File: src/rtl/mult_div_unit_pkg.sv
// Shared definitions for the iterative multiply/divide unit: op codes, FSM states,
// default data width and small op-decoding helpers.
package mult_div_unit_pkg;

  localparam int DATA_W = 32;

  typedef enum logic [1:0] {
    MD_MULT  = 2'b00,
    MD_MULTU = 2'b01,
    MD_DIV   = 2'b10,
    MD_DIVU  = 2'b11
  } md_op_e;

  typedef enum logic [1:0] {
    MD_IDLE = 2'b00,
    MD_RUN  = 2'b01,
    MD_FIX  = 2'b10
  } md_state_e;

  // Signed ops have a clear low op bit; divides have the high op bit set.
  function automatic logic op_is_signed(input logic [1:0] op);
    return ~op[0];
  endfunction

  function automatic logic op_is_div(input logic [1:0] op);
    return op[1];
  endfunction

endpackage

File: src/rtl/mult_div_unit_if.sv
// Controller-to-MDU bundle: launch/move requests in, HI/LO and status back out.
interface mult_div_unit_if #(
  parameter int DATA_W = mult_div_unit_pkg::DATA_W
);
  logic              start;
  logic [1:0]        op;
  logic [DATA_W-1:0] operand_a;
  logic [DATA_W-1:0] operand_b;
  logic              mthi;
  logic              mtlo;
  logic [DATA_W-1:0] hi;
  logic [DATA_W-1:0] lo;
  logic              busy;
  logic              done;

  modport master (
    output start, op, operand_a, operand_b, mthi, mtlo,
    input  hi, lo, busy, done
  );

  modport slave (
    input  start, op, operand_a, operand_b, mthi, mtlo,
    output hi, lo, busy, done
  );
endinterface

File: src/rtl/mdu_iter_core.sv
// Unsigned datapath: one shift-add (multiply) or restoring trial-subtract (divide)
// step per enabled cycle on an {upper, lower} register pair.
module mdu_iter_core #(
  parameter int DATA_W = 32
) (
  input  logic              clk,
  input  logic              reset,
  input  logic              load,
  input  logic              step,
  input  logic              div_mode,
  input  logic [DATA_W-1:0] lower_init,
  input  logic [DATA_W-1:0] m_init,
  output logic [DATA_W-1:0] upper,
  output logic [DATA_W-1:0] lower
);

  logic [DATA_W-1:0] upper_q, lower_q, m_q;
  logic [DATA_W:0]   add_sum;
  logic [DATA_W:0]   rem_sh;
  logic [DATA_W-1:0] diff;
  logic              keep;

  always_comb begin
    add_sum = {1'b0, upper_q} + (lower_q[0] ? {1'b0, m_q} : '0);
    rem_sh  = {upper_q, lower_q[DATA_W-1]};
    keep    = (rem_sh >= {1'b0, m_q});
    // Only used when keep is set, where the true difference is below m_q.
    diff    = rem_sh[DATA_W-1:0] - m_q;
  end

  // NOTE: sequential state uses non-blocking assignments so every register
  // samples pre-edge values regardless of statement order.
  always_ff @(posedge clk or posedge reset) begin
    if (reset) begin
      upper_q <= '0;
      lower_q <= '0;
      m_q     <= '0;
    end else if (load) begin
      upper_q <= '0;
      lower_q <= lower_init;
      m_q     <= m_init;
    end else if (step) begin
      if (div_mode) begin
        upper_q <= keep ? diff : rem_sh[DATA_W-1:0];
        lower_q <= {lower_q[DATA_W-2:0], keep};
      end else begin
        {upper_q, lower_q} <= {add_sum, lower_q[DATA_W-1:1]};
      end
    end
  end

  assign upper = upper_q;
  assign lower = lower_q;

endmodule

File: src/rtl/mult_div_unit.sv
// Iterative 32-cycle multiply/divide unit with architectural HI/LO: sign handling,
// FSM, iteration counter and MTHI/MTLO around the unsigned iteration core.
module mult_div_unit
  import mult_div_unit_pkg::*;
#(
  parameter int DATA_W = mult_div_unit_pkg::DATA_W
) (
  input logic             clk,
  input logic             reset,
  mult_div_unit_if.slave  bus
);

  localparam int CNT_W = $clog2(DATA_W) + 1;
  localparam logic [CNT_W-1:0] LAST = CNT_W'(DATA_W - 1);

  md_state_e         state_q, state_d;
  logic [CNT_W-1:0]  count_q;
  logic [DATA_W-1:0] hi_q, lo_q;
  logic              done_q;
  logic              busy;
  logic              is_div_q, neg_main_q, neg_rem_q, div_zero_q;

  logic              accept, in_signed, in_div;
  logic [DATA_W-1:0] a_mag, b_mag;
  logic [DATA_W-1:0] core_upper, core_lower;
  logic [2*DATA_W-1:0] product, product_fix;
  logic [DATA_W-1:0] quot_fix, rem_fix;

  assign in_signed = op_is_signed(bus.op);
  assign in_div    = op_is_div(bus.op);
  assign accept    = (state_q == MD_IDLE) && bus.start;
  assign a_mag     = (in_signed && bus.operand_a[DATA_W-1]) ? -bus.operand_a : bus.operand_a;
  assign b_mag     = (in_signed && bus.operand_b[DATA_W-1]) ? -bus.operand_b : bus.operand_b;

  // Multiply iterates over the multiplier in lower; divide shifts the dividend out of lower.
  mdu_iter_core #(.DATA_W(DATA_W)) u_core (
    .clk        (clk),
    .reset      (reset),
    .load       (accept),
    .step       (state_q == MD_RUN),
    .div_mode   (is_div_q),
    .lower_init (in_div ? a_mag : b_mag),
    .m_init     (in_div ? b_mag : a_mag),
    .upper      (core_upper),
    .lower      (core_lower)
  );

  // Divide by zero keeps the all-ones quotient; the remainder negation restores operand_a.
  always_comb begin
    product     = {core_upper, core_lower};
    product_fix = neg_main_q ? -product : product;
    quot_fix    = (neg_main_q && !div_zero_q) ? -core_lower : core_lower;
    rem_fix     = neg_rem_q ? -core_upper : core_upper;
  end

  // NOTE: every signal written here gets a default first, so no path can leave
  // it unassigned and infer a latch.
  always_comb begin
    state_d = state_q;
    busy    = 1'b0;
    unique case (state_q)
      MD_IDLE: if (bus.start) state_d = MD_RUN;
      MD_RUN: begin
        busy = 1'b1;
        if (count_q == LAST) state_d = MD_FIX;
      end
      MD_FIX: begin
        busy    = 1'b1;
        state_d = MD_IDLE;
      end
      default: state_d = MD_IDLE;
    endcase
  end

  always_ff @(posedge clk or posedge reset) begin
    if (reset) begin
      state_q    <= MD_IDLE;
      count_q    <= '0;
      hi_q       <= '0;
      lo_q       <= '0;
      done_q     <= 1'b0;
      is_div_q   <= 1'b0;
      neg_main_q <= 1'b0;
      neg_rem_q  <= 1'b0;
      div_zero_q <= 1'b0;
    end else begin
      state_q <= state_d;
      done_q  <= (state_q == MD_FIX);

      if (accept) begin
        count_q    <= '0;
        is_div_q   <= in_div;
        neg_main_q <= in_signed && (bus.operand_a[DATA_W-1] ^ bus.operand_b[DATA_W-1]);
        neg_rem_q  <= in_signed && bus.operand_a[DATA_W-1];
        div_zero_q <= (bus.operand_b == '0);
      end else if (state_q == MD_RUN) begin
        count_q <= count_q + 1'b1;
      end

      if (state_q == MD_IDLE) begin
        if (bus.mthi) hi_q <= bus.operand_a;
        if (bus.mtlo) lo_q <= bus.operand_a;
      end else if (state_q == MD_FIX) begin
        if (is_div_q) begin
          hi_q <= rem_fix;
          lo_q <= quot_fix;
        end else begin
          {hi_q, lo_q} <= product_fix;
        end
      end
    end
  end

  assign bus.hi   = hi_q;
  assign bus.lo   = lo_q;
  assign bus.busy = busy;
  assign bus.done = done_q;

endmodule
File: src/flat_wrapper.sv
// flat-port wrapper written by rule: the top's interface ports become plain ports
module mult_div_unit_flat import mult_div_unit_pkg::*;
#(
  parameter int DATA_W = mult_div_unit_pkg::DATA_W
)
  (clk, reset, bus_start, bus_op, bus_operand_a, bus_operand_b, bus_mthi, bus_mtlo, bus_hi, bus_lo, bus_busy, bus_done);
  mult_div_unit_if #(.DATA_W(DATA_W)) bus_i ();
  input logic clk;
  input logic reset;
  input wire logic [$bits(bus_i.start)-1:0] bus_start;
  input wire logic [$bits(bus_i.op)-1:0] bus_op;
  input wire logic [$bits(bus_i.operand_a)-1:0] bus_operand_a;
  input wire logic [$bits(bus_i.operand_b)-1:0] bus_operand_b;
  input wire logic [$bits(bus_i.mthi)-1:0] bus_mthi;
  input wire logic [$bits(bus_i.mtlo)-1:0] bus_mtlo;
  output wire logic [$bits(bus_i.hi)-1:0] bus_hi;
  output wire logic [$bits(bus_i.lo)-1:0] bus_lo;
  output wire logic [$bits(bus_i.busy)-1:0] bus_busy;
  output wire logic [$bits(bus_i.done)-1:0] bus_done;
  assign bus_i.start = bus_start;
  assign bus_i.op = bus_op;
  assign bus_i.operand_a = bus_operand_a;
  assign bus_i.operand_b = bus_operand_b;
  assign bus_i.mthi = bus_mthi;
  assign bus_i.mtlo = bus_mtlo;
  assign bus_hi = bus_i.hi;
  assign bus_lo = bus_i.lo;
  assign bus_busy = bus_i.busy;
  assign bus_done = bus_i.done;
  mult_div_unit #(.DATA_W(DATA_W)) u_core (.clk(clk), .reset(reset), .bus(bus_i));
endmodule
File: config.mk
export PLATFORM = sky130hd
export DESIGN_NAME = mult_div_unit_flat
export DESIGN_NICKNAME = d
export VERILOG_FILES = /design/src/rtl/mult_div_unit_pkg.sv /design/src/rtl/mult_div_unit_if.sv /design/src/rtl/mdu_iter_core.sv /design/src/rtl/mult_div_unit.sv /design/src/flat_wrapper.sv
export SDC_FILE = /design/constraint.sdc
export NUM_CORES = 1
export LEC_CHECK = 0
export CAP_MARGIN = 30
export CORE_ASPECT_RATIO = 0.8
export CORE_MARGIN = 2
export CORE_UTILIZATION = 35
export DETAILED_ROUTE_END_ITERATION = 8
export HOLD_SLACK_MARGIN = 0.05
export PLACE_DENSITY = 0.52
export SETUP_SLACK_MARGIN = 0.2
export SYNTH_ARGS = -nofsm -noshare
export SYNTH_HDL_FRONTEND = slang
export SYNTH_SLANG_ARGS = --single-unit
File: constraint.sdc
create_clock -name clk -period 7.1 [get_ports clk]
set_input_delay 1.065 -clock clk [delete_from_list [all_inputs] [get_ports clk]]
set_output_delay 1.065 -clock clk [all_outputs]
set_load 0.05 [all_outputs]
==> results.txt <==
----------------------------------------------------
[Finish]
  Number of nets at the end of the flow ... 2141
  Final core occ ... 41.3%
  Share of final-layout standard cells stronger than drive strength 1 ... 4.63%
  Antenna diode count ... 0
  Post-synthesis to final-layout area growth ... 16.0%

[Synth]
  Syn Inst Count ... 1939
  Synth area leader ... dfrtp_1
  Post-synthesis sequential area ratio ... 28.9%
  Register bit total from synthesis ... 173
  Largest cells by area after synthesis ... dfrtp_1, o21ai_0, ha_1
  Syn nets ... 2084
  Most used standard cell by instance count after synthesis ... nand2_1
  Synth async-reset ratio ... 100%
  Adder-Cell Fraction of Synth Area ... 6.28%
  Most used flip-flop cell after synthesis ... dfrtp_1
  Post-synth top area share ... 28.9%
  Avg Cell Area, Syn ... 7.72 um2
  Warning count from the yosys run ... 0
  Distinct cell type count after synthesis ... 78
  Most frequent cells after synthesis ... nand2_1, o21ai_0, nor2_1, dfrtp_1, a21oi_1
  Number of enable-type register cells in the synthesized netlist ... 0
  Xor/xnor share of the synthesized area ... 10.1%
  Multiplexer share of the synthesized area ... 4.79%
  Dominant combinational cell family by area after synthesis ... compound AO/OA/AOI/OAI gates
  Simple-gate share of the synthesized area ... 19.0%
  Complex-gate fraction of the synthesized area ... 26.2%
  Cell area after technology mapping ... 15000 um2

[Critical path]
  Worst Setup End Kind ... flop
  Logic depth of the worst setup path including buffers ... 10
  Cells traversed along the worst timing path ... clkdlybuf4s50_1, or4_1, nor4b_2, nand3_1, nor2_1, nand2_1, o41ai_1, xnor2_1, a21oi_1, o21ai_0
  Biggest fanout along the worst timing path ... 7
  Slowest library cell on the worst path ... nor4b_2
  Worst Setup Path Type ... primary input to flop
  Max incr delay on CP ... 0.80 ns
  Buffers plus inverters on the worst setup path ... 1
  Cell depth of the worst flop-to-flop path ... 13
  Required @ worst endpoint ... 7.47 ns
  Cell family contributing the most delay on the critical path ... simple AND/OR/NAND/NOR gates
  Setup crit start kind ... primary input
  Data arrival time of the critical path ... 4.48 ns

[Clock network]
  Maximum buffer depth of the clock tree ... 2
  Worst skew pair latency ... 0.46 ns
  CTS tree ... built
  Resized Gates After CTS ... 0
  Cts bufs inserted ... 17
  Post-CTS Hold Buffers ... 0
  H-tree lvl count ... 4
  Clock tree root buffer cell ... clkbuf_16
  Post-CTS repair timing setup buffer count ... 0
  Count of clock tree sinks ... 173
  Clock transition at the registers of the reported paths ... 0.07 ns

[Floorplan]
  # rows ... 67
  Total Die Area ... 44500 um2
  Vertical die dimension ... 189 um
  Standard cell core area ... 42100 um2
  IO Pins ... 137
  Starting density of the core ... 35.6%
  Die outline width ... 235 um

[Placement]
  Half-perimeter wire length after detailed placement ... 45900 um
  Global placement routability congestion ... 0.950
  Total of buffers placed on input and output ports ... 136

[Power]
  Power density over the cells ... 522 nW/um2
  Worst vdd ir ... 264 uV
  Overall power consumption ... 9.07 mW
  LEAKAGE ... 7.27 nW

[STA]
  Worst slew pin tran ... 1.03 ns
  Maximum clock frequency ... 243 MHz
  Fin. Hold Viols ... 0
  Post-layout min period ... 4.11 ns
  Final Cycle Share ... 57.9%
  Largest clock skew in the final design ... 0.0130 ns
  Max-slew headroom at the worst pin ... 31.2%
  Count of pins over their slew limit ... 0
  Count of final setup violators ... 0
  Final hold slack ... 0.483 ns
  RSZ-0062 raised after global routing ... no
  Accumulated negative setup slack ... 0 ns

[Global route]
  Antenna violations before repair ... 1
  First-pass GRT wire length ... 88600 um
  Met1 capacity usage during global routing ... 40.0%
  Number of global-route vias before repair ... 13812
  Total global routing overflow ... 0
  Met3 usage in global routing ... 7.11%
  M2 GR Usage ... 36.0%
  Total global-route track usage ... 26.4%
  Highest-utilization routing layer at the global route stage ... met1
  Pin count of the biggest net entering global routing ... 90

[Run]
  Max-capacitance violation count ... 0

[Detailed routing]
  Total length of routed wires ... 58900 um
  DRC violations left ... 0
  Number of antenna-violating nets in the routed design ... 0
  Number of iterations in the first detailed-routing pass ... 5
  Drt first-iter violations ... 1589
  Routed length per placed instance ... 23.0 um
  Total via count in the routed design ... 14725
  Number of vias per cell ... 5.75

[Hold path]
  Hold WC Path Type ... flop to flop
  Instance count along the most critical hold path ... 2

[Outcome]
  Status ... finished, final reports clean

----------------------------------------------------
where the power goes:
part / total (mW) / switching, mW / leakage (nW) / internal [mW]
logic: 6.06 / 3.92 / 4.84 / 2.14
clock network: 0.988 / 0.461 / 0.293 / 0.528
registers: 2.03 / 0.587 / 2.13 / 1.44
layout by cell type, fill, tap and decap left out, types with 18 or more instances in the layout:
| cell type | instances |
|---|---|
| nand2_1 | 232 |
| a21oi_1 | 168 |
| dfrtp_1 | 172 |
| nand3_1 | 32 |
| inv_1 | 66 |
| xnor2_1 | 97 |
| o211ai_1 | 54 |
| mux2i_1 | 66 |
| or3_1 | 27 |
| clkdlybuf4s50_1 | 135 |
| o31ai_1 | 27 |
| nor2_1 | 182 |
| ha_1 | 70 |
| nor3_1 | 30 |
| o21ai_0 | 223 |
| nand2b_1 | 18 |
| a21o_1 | 27 |
| xor2_1 | 75 |
layer usage:
metal  vias up  wire length (um)
li1       7051                 -
met1      7033             29400
met2       579             22700
met3        60              5500
met4         2              1320
met5         -                 8
per-stage QoR:
| stage | std cells | area [um2] | setup slack (ns) |
|---|---|---|---|
| CTS | 2560 | 17400 | 3.16 |
| finish | 2561 | 17400 | 2.99 |
| detailed placement | 2528 | 16800 | 2.71 |
| floorplan | 1939 | 15000 | 1.35 |
| global placement | 2526 | 16700 | 2.68 |
| global route | 2561 | 17400 | 2.79 |
cell families after synthesis:
group,count (synthesis)
AOI/OAI and AO/OA,642
adders and majority gates,74
DFF,173
buffers and inverters,186
muxes,71
and+or+nand+nor,621
xor gates and xnor gates,172
worst min-delay path: stages (launching register included):
cell,delay [ns]
dfrtp_1,0.35
nand2_1,0.04
o21ai_0,0.06
flip-flops by register name, summed over array words and instances (netlist names):
name                 cells
u_core.u_core.m_q       32
u_core.is_div_q          1
u_core.state_q           2
u_core.neg_rem_q         1
u_core.bus.lo           32
u_core.bus.hi           32
u_core.div_zero_q        1
u_core.u_core.upper     32
u_core.bus.done          1
u_core.count_q           6
u_core.u_core.lower     32
u_core.neg_main_q        1
layout make-up:
| class | instances | area [um2] |
|---|---|---|
| clock buffers | 18 | 429 |
| repair buffers | 156 | 1530 |
| well taps | 552 | 691 |
| fillers | 4339 | 24700 |
| multi-input cells | 1580 | 9970 |
| inverters | 68 | 260 |
| flip-flops and latches | 173 | 4330 |
| clock inverters | 14 | 159 |
path summary, 6_finish.rpt:
kind                                   startpoint                 endpoint  slack, ns
max                              bus_operand_a[6]  u_core.u_core.lower[29]       2.99
min                             u_core.bus.lo[16]        u_core.bus.lo[16]       0.48
max reg2reg                u_core.u_core.lower[0]  u_core.u_core.upper[31]       3.02
min reg2reg                     u_core.bus.lo[16]        u_core.bus.lo[16]       0.48
max in group asynchronous                   reset  u_core.u_core.upper[27]       4.90
min in group asynchronous                   reset         u_core.bus.lo[8]       1.01
No activity file was read; power rests on OpenSTA's default activity.
